[src/rtl/imem_loader.sv]
// imem_loader: byte-stream boot loader that fills the instruction RAM and holds the CPU until done
// Ports: clk, reset (async, active-high); start/word_count begin a load;
//        byte_in/byte_valid/byte_ready form the byte-stream handshake;
//        imem_we/imem_waddr/imem_wdata drive the RAM write port; busy/done/cpu_hold report status.
module imem_loader #(
  parameter int N     = 32,
  parameter int AW    = 6,
  parameter int DEPTH = 64
) (
  input  logic          clk,
  input  logic          reset,
  input  logic          start,
  input  logic [AW:0]   word_count,
  input  logic [7:0]    byte_in,
  input  logic          byte_valid,
  output logic          byte_ready,
  output logic          imem_we,
  output logic [AW-1:0] imem_waddr,
  output logic [N-1:0]  imem_wdata,
  output logic          busy,
  output logic          done,
  output logic          cpu_hold
);
  localparam int NB = N / 8;
  localparam int BW = NB > 1 ? $clog2(NB) : 1;
  typedef enum logic [1:0] {IDLE, RECV, WRITE, DONE} state_t;
  state_t state, nxt;
  logic [AW:0] cnt, written, clamp;
  logic [AW-1:0] addr;
  logic [BW-1:0] byte_idx;
  logic [N-1:0] asm_word, word_next;
  logic go, last;
  assign clamp = word_count > (AW+1)'(DEPTH) ? (AW+1)'(DEPTH) : word_count;
  assign go = start && (state == IDLE || state == DONE);
  assign last = byte_idx == BW'(NB - 1);
  assign byte_ready = state == RECV;
  assign imem_we = state == WRITE;
  assign busy = state == RECV || state == WRITE;
  assign done = state == DONE;
  assign cpu_hold = state != DONE;
  always_comb begin
    word_next = asm_word;
    word_next[{byte_idx, 3'b000} +: 8] = byte_in;
  end
  always_comb begin
    nxt = state;
    case (state)
      IDLE, DONE: nxt = start ? (clamp == '0 ? DONE : RECV) : state;
      RECV:       nxt = (byte_valid && last) ? WRITE : RECV;
      default:    nxt = (written + 1'b1 == cnt) ? DONE : RECV;
    endcase
  end
  always_ff @(posedge clk or posedge reset)
    if (reset) state <= IDLE;
    else state <= nxt;
  always_ff @(posedge clk or posedge reset) begin
    if (reset) begin
      cnt <= '0;
      written <= '0;
      addr <= '0;
      byte_idx <= '0;
      asm_word <= '0;
      imem_waddr <= '0;
      imem_wdata <= '0;
    end else begin
      if (go) begin
        cnt <= clamp;
        written <= '0;
        addr <= '0;
        byte_idx <= '0;
        asm_word <= '0;
      end
      if (state == RECV && byte_valid) begin
        asm_word <= word_next;
        byte_idx <= last ? '0 : byte_idx + 1'b1;
        if (last) begin
          imem_wdata <= word_next;
          imem_waddr <= addr;
        end
      end
      if (state == WRITE) begin
        addr <= addr + 1'b1;
        written <= written + 1'b1;
        byte_idx <= '0;
      end
    end
  end
endmodule

[config.mk]
export PLATFORM = sky130hd
export DESIGN_NAME = imem_loader
export DESIGN_NICKNAME = d
export VERILOG_FILES = /design/src/rtl/imem_loader.sv
export SDC_FILE = /design/constraint.sdc
export NUM_CORES = 1
export LEC_CHECK = 0
export BUFFER_PORTS_ARGS = -buffer_cell sky130_fd_sc_hd__buf_4
export CAP_MARGIN = 10
export CORE_MARGIN = 8
export CORE_UTILIZATION = 45
export DETAILED_ROUTE_END_ITERATION = 12
export PLACE_DENSITY = 0.65
export SLEW_MARGIN = 20
export SYNTH_ARGS = -nofsm -noshare
export SYNTH_HDL_FRONTEND = slang
export SYNTH_SLANG_ARGS = --single-unit
[constraint.sdc]
create_clock -name clk -period 6.45 [get_ports clk]
set_input_delay 0 -clock clk [delete_from_list [all_inputs] [get_ports clk]]
set_output_delay 0 -clock clk [all_outputs]
set_load 0.05 [all_outputs]
# Word level (Yosys, flattened, before mapping)
# Cells that the tools add are included.
# word_totals
ff_bits	94
input_bits	19
out_inout_bits	43
elab_cells	51
# classes
add_sub_neg	4
order_cmp	1
n_eq_ne	7
shift	2
mux	17
n_reduce_logical	12
# op_table
cell	n
2-to-1 mux 32 bit	2
bitwise mux 32 bit	1
variable shift 8 x 7 -> 32 bit (first input constant)	1
indexed part select 8 x 7 -> 32 bit	1
2-to-1 mux 7 bit	3
2-to-1 mux 2 bit	8
2-to-1 mux 6 bit	2
adder 7 x 1 -> 7 bit (second input constant)	1
== test 7 bit	1
greater-than comparator 7 bit (second input constant)	1
logical NOT 7 bit	1
negator 5 -> 7 bit	1
adder 6 x 1 -> 6 bit (second input constant)	1
== test 2 bit (second input constant)	3
!= test 2 bit (second input constant)	2
one-hot mux 2 bit (2 select lines)	1
nonzero test 2 bit	2
logical AND 1 bit	3
nonzero test 3 bit	1
adder 2 x 1 -> 2 bit (second input constant)	1
== test 2 x 1 -> 1 bit (second input constant)	1
logical NOT 2 bit	1
logical OR 1 bit	2
AND reduction 2 bit	1
OR reduction 2 bit	1

# Logic depth before layout (Yosys ltp)
# depth
ltp_word	6
mapped_depth	9
depth_no_buf	7

# Least setup slack after synthesis
# No wires, ideal clock.
# synth_timing
kind	register -> register
startpoint	register state[0]
endpoint	register state[1]
setup_time_ns	0.092
t_arrival_ns	1.991
required_ns	6.358
setup_slack_ns	4.367
path_stages_with_launch	7
n_path_buf	1
period_less_slack_ns	2.083
path_cell_list	dfrtp_1 > inv_1 > ha_1 > clkbuf_1 > nand3_1 > or4_4 > o31ai_2
# synth_between
elab_chain_cells	3
word_cells_on_any_way	6
cone_classes	eq/ne (3); mux (1); reduce/logical (2)
# synth_lines
item	line	text
start, declared	27	state_t state, nxt;
start signal, assigned	55	else state <= nxt;
== test 2 bit or logical NOT 2 bit (tied branches)	47	case (state)
OR reduction 2 bit	47	
one-hot mux 2 bit (2 select lines) or != test 2 bit (tied branches)	n/a	
# Parallel ways exist; a longest one is shown, timed or not.
# A chain may end at the register's enable or synchronous reset.

# Worst setup path after layout
# layout_timing
startpoint	register state[0]
endpoint	register asm_word[9]
# layout_between
elab_chain_cells	4
word_cells_on_any_way	8
cone_classes	eq/ne (2); mux (1); reduce/logical (5)
# layout_lines
item	line	text
== test 2 bit or logical NOT 2 bit (tied branches)	34	assign go = start && (state == IDLE || state == DONE);
logical OR 1 bit	34	
logical AND 1 bit	34	
nonzero test 2 bit (no source line)	n/a	
end signal, assigned	74	asm_word <= word_next;
end, declared	31	logic [N-1:0] asm_word, word_next;
# Parallel ways exist; a longest one is shown, timed or not.

==> flow_summary.toml <==
[synthesis]
syn_area_per_cell_um2 = 10.2
synth_warnings = 0
synth.distinct_cells = 42
synth_edf_count = 0
synthMuxAreaShare_pct = 2.96
syn_inst = 429
ys_ff_latch = 94
ys_dominant_reg_cell = "dfrtp_1"
async_flop_share_pct = 100
ys_seq_area_share_pct = 53.6
synth_compound_area_share_pct = 18.3
syn_nets = 459
synth_top_family_by_area = "compound AO/OA/AOI/OAI gates"
netlist_area_mm2 = 0.00439
synth_xor_area_share_pct = 2.57
synth_fa_ha_area_share_pct = 3.14
yosys.area_share.simple_pct = 16.2

[clock_tree]
clk_pin_slew_ns = 0.09
cts.sinks = 94
cts_made_buffers = 9
hold_buffers = 22
htreeDepth = 3
clock_latency_ns = 0.36
cts_tree = "yes"
cts_setup_buffers = 0
ctsResizeCount = 0
clockBufferDepth = 2
cts-root-buf = "clkbuf_8"

[worst_setup_path]
worstPathArrival_ns = 2.91
crit_type = "flop to flop"
required_ns = 6.75
start_kind = "flop"
cp-end-kind = "flop"
crit_fanout = 26

[finish]
n_antenna_cell = 0
regArea_mm2 = 0.00235
fin_cells = 634
syn_to_final_growth_pct = 22.8
drive_gt1_share_pct = 19.6
multiInputGateArea_mm2 = 0.00191
num-nets-final = 526
fillerInstances = 894

[placement]
gp_congestion = 0.836
portBuffers = 61
dp_cells = 596
dp_hpwl_um = 6900

[sta]
hold_violations = 0
tns_ns = 0
clock_skew_ns = 0.00852
setup_viol = 0
rsz0062_at_grt = "false"
period_share_pct = 40.5
slew_headroom_pct = 34.2
finalCriticalPeriod_ns = 2.61
slew_viol_final = 0
timing.fmax_mhz = 383
timing_worst_slew_pin_value_ns = 0.986

[routing]
vias_per_cell = 5.20
wl_per_cell_um = 15.9
num_vias = 3298
final_antenna_net_count = 0
finalWirelength_um = 10100
drt_pre_antenna_iters = 6
drtIter0Drc = 196
drc = 0

[power_and_ir_drop]
design_power_total_mw = 2.30
leakagePower_nw = 2.51
cellPowerDensity_mw_per_mm2 = 427
vdd.ir_drop.worst_mv = 0.175

[die]
die_w_um = 115
dieHeight_um = 115
std_cell_rows = 36
start_util_pct = 45.5
die_area_mm2 = 0.0132
coreArea_mm2 = 0.00964
io_pins = 62

[min_path]
hold_class = "input port to flop"

[outcome]
status = "completed"

[global_routing]
grt_max_degree = 72
grt_pass1_vias = 3226
grt_pass1_wl_um = 16600
grtUsageTotal_pct = 15.8
gr-total-overflow = 0
antenna_found_initial = 0

[run]
drv_cap = 0
power breakdown:
part	leakage (nW)	switching [mW]	internal, mW
registers	1.29	0.115	0.753
clock network	0.120	0.213	0.260
logic	1.10	0.634	0.328
final cells by class:
cell class | count | share of cell area (%)
Inverter | 7 | 0.511
Multi-Input combinational cell | 300 | 35.5
Sequential cell | 94 | 43.6
Timing Repair Buffer | 84 | 12.7
Clock buffer | 9 | 2.30
Clock inverter | 7 | 2.23
Tap cell | 133 | 3.09
registers in the layout, summed over array words and instances (netlist names):
register / cells
byte_idx: 2
asm_word: 32
addr: 6
cnt: 7
imem_wdata: 32
state: 2
written: 7
imem_waddr: 6
through the flow:
stage | instance area [µm²] | setup WS [ns] | hold WS (ns) | util, %
4_1_cts | 5370 | 3.60 | 0.0301 | 55.7
5_1_grt | 5390 | 3.63 | 0.0373 | 55.9
3_5_place_dp | 4910 | 3.60 | 0.0379 | 50.9
6_report | 5390 | 3.84 | 0.0399 | 55.9
2_1_floorplan | 4390 | 4.00 | 0.148 | -
3_3_place_gp | 4910 | 3.86 | 0.0388 | 50.9
cells by family after synthesis:
| group | Yosys count |
|---|---|
| AO/OA/AOI/OAI | 131 |
| AND/OR/NAND/NOR | 134 |
| multiplexers | 12 |
| flip-flops | 94 |
| XOR/XNOR | 12 |
| buffers and inverters | 35 |
| adder cells (fa/ha/maj) | 11 |
per-layer routing:
metal,routed length [µm],part of all wire [%],GRT usage [%]
met1,4820,48,22.1
met2,4560,45,22.7
met3,568,5.6,4.52
met4,121,1.2,5.60
met5,0,0,0
synth_stat cells, types with 5 or more instances:
| master | count | area [µm²] |
|---|---|---|
| a21oi_1 | 41 | 205 |
| a22o_1 | 32 | 280 |
| buf_2 | 9 | 45.0 |
| clkbuf_1 | 19 | 71.3 |
| dfrtp_1 | 94 | 2350 |
| ha_1 | 11 | 138 |
| inv_1 | 6 | 22.5 |
| mux2_2 | 8 | 90.1 |
| nand2_1 | 62 | 233 |
| nand2b_1 | 9 | 56.3 |
| nand3_1 | 6 | 30.0 |
| nor2b_1 | 34 | 213 |
| o21ai_0 | 45 | 225 |
| xnor2_1 | 6 | 52.6 |
| xor2_1 | 5 | 43.8 |
final timing paths:
path	from	to	slack (ns)	cells past startpoint
max	state[0]	asm_word[9]	3.84	6
min	byte_valid	byte_idx[1]	0.04	4
max reg2reg	state[0]	asm_word[9]	3.84	6
min reg2reg	imem_wdata[7]	imem_wdata[7]	0.49	2
max in group asynchronous	reset	asm_word[25]	5.07	4
min in group asynchronous	reset	cnt[0]	0.18	3
layout by cell type, fill, tap and decap left out, drive strengths merged:
cell / n
dfrtp: 94
buf: 62
nand2: 62
o21ai: 49
a21oi: 41
nor2b: 34
a22o: 32
dlygate4sd3: 22
ha: 11
nand2b: 9
clkbuf: 9
mux2: 8
inv: 8
nand3: 7
xnor2: 6
xor2: 6
and2: 5
nor2: 4
mux2i: 4
bufinv: 3
nor4: 3
nor4bb: 2
clkinv: 2
nand4: 2
nor3: 2
nor4b: 2
o31ai: 2
o221ai: 1
o22ai: 1
a221oi: 1
o21a: 1
and3: 1
or4: 1
a211oi: 1
a31oi: 1
o211ai: 1
clkinvlp: 1
worst max-delay path: stages, from the launching register on:
cell and delay, ns:
dfrtp_1 0.40, inv_1 0.06, ha_1 0.39, nand2_1 0.65, nor2_1 0.25, a21oi_1 0.57
a22o_1 0.23
No activity file was read; power rests on OpenSTA's default activity.
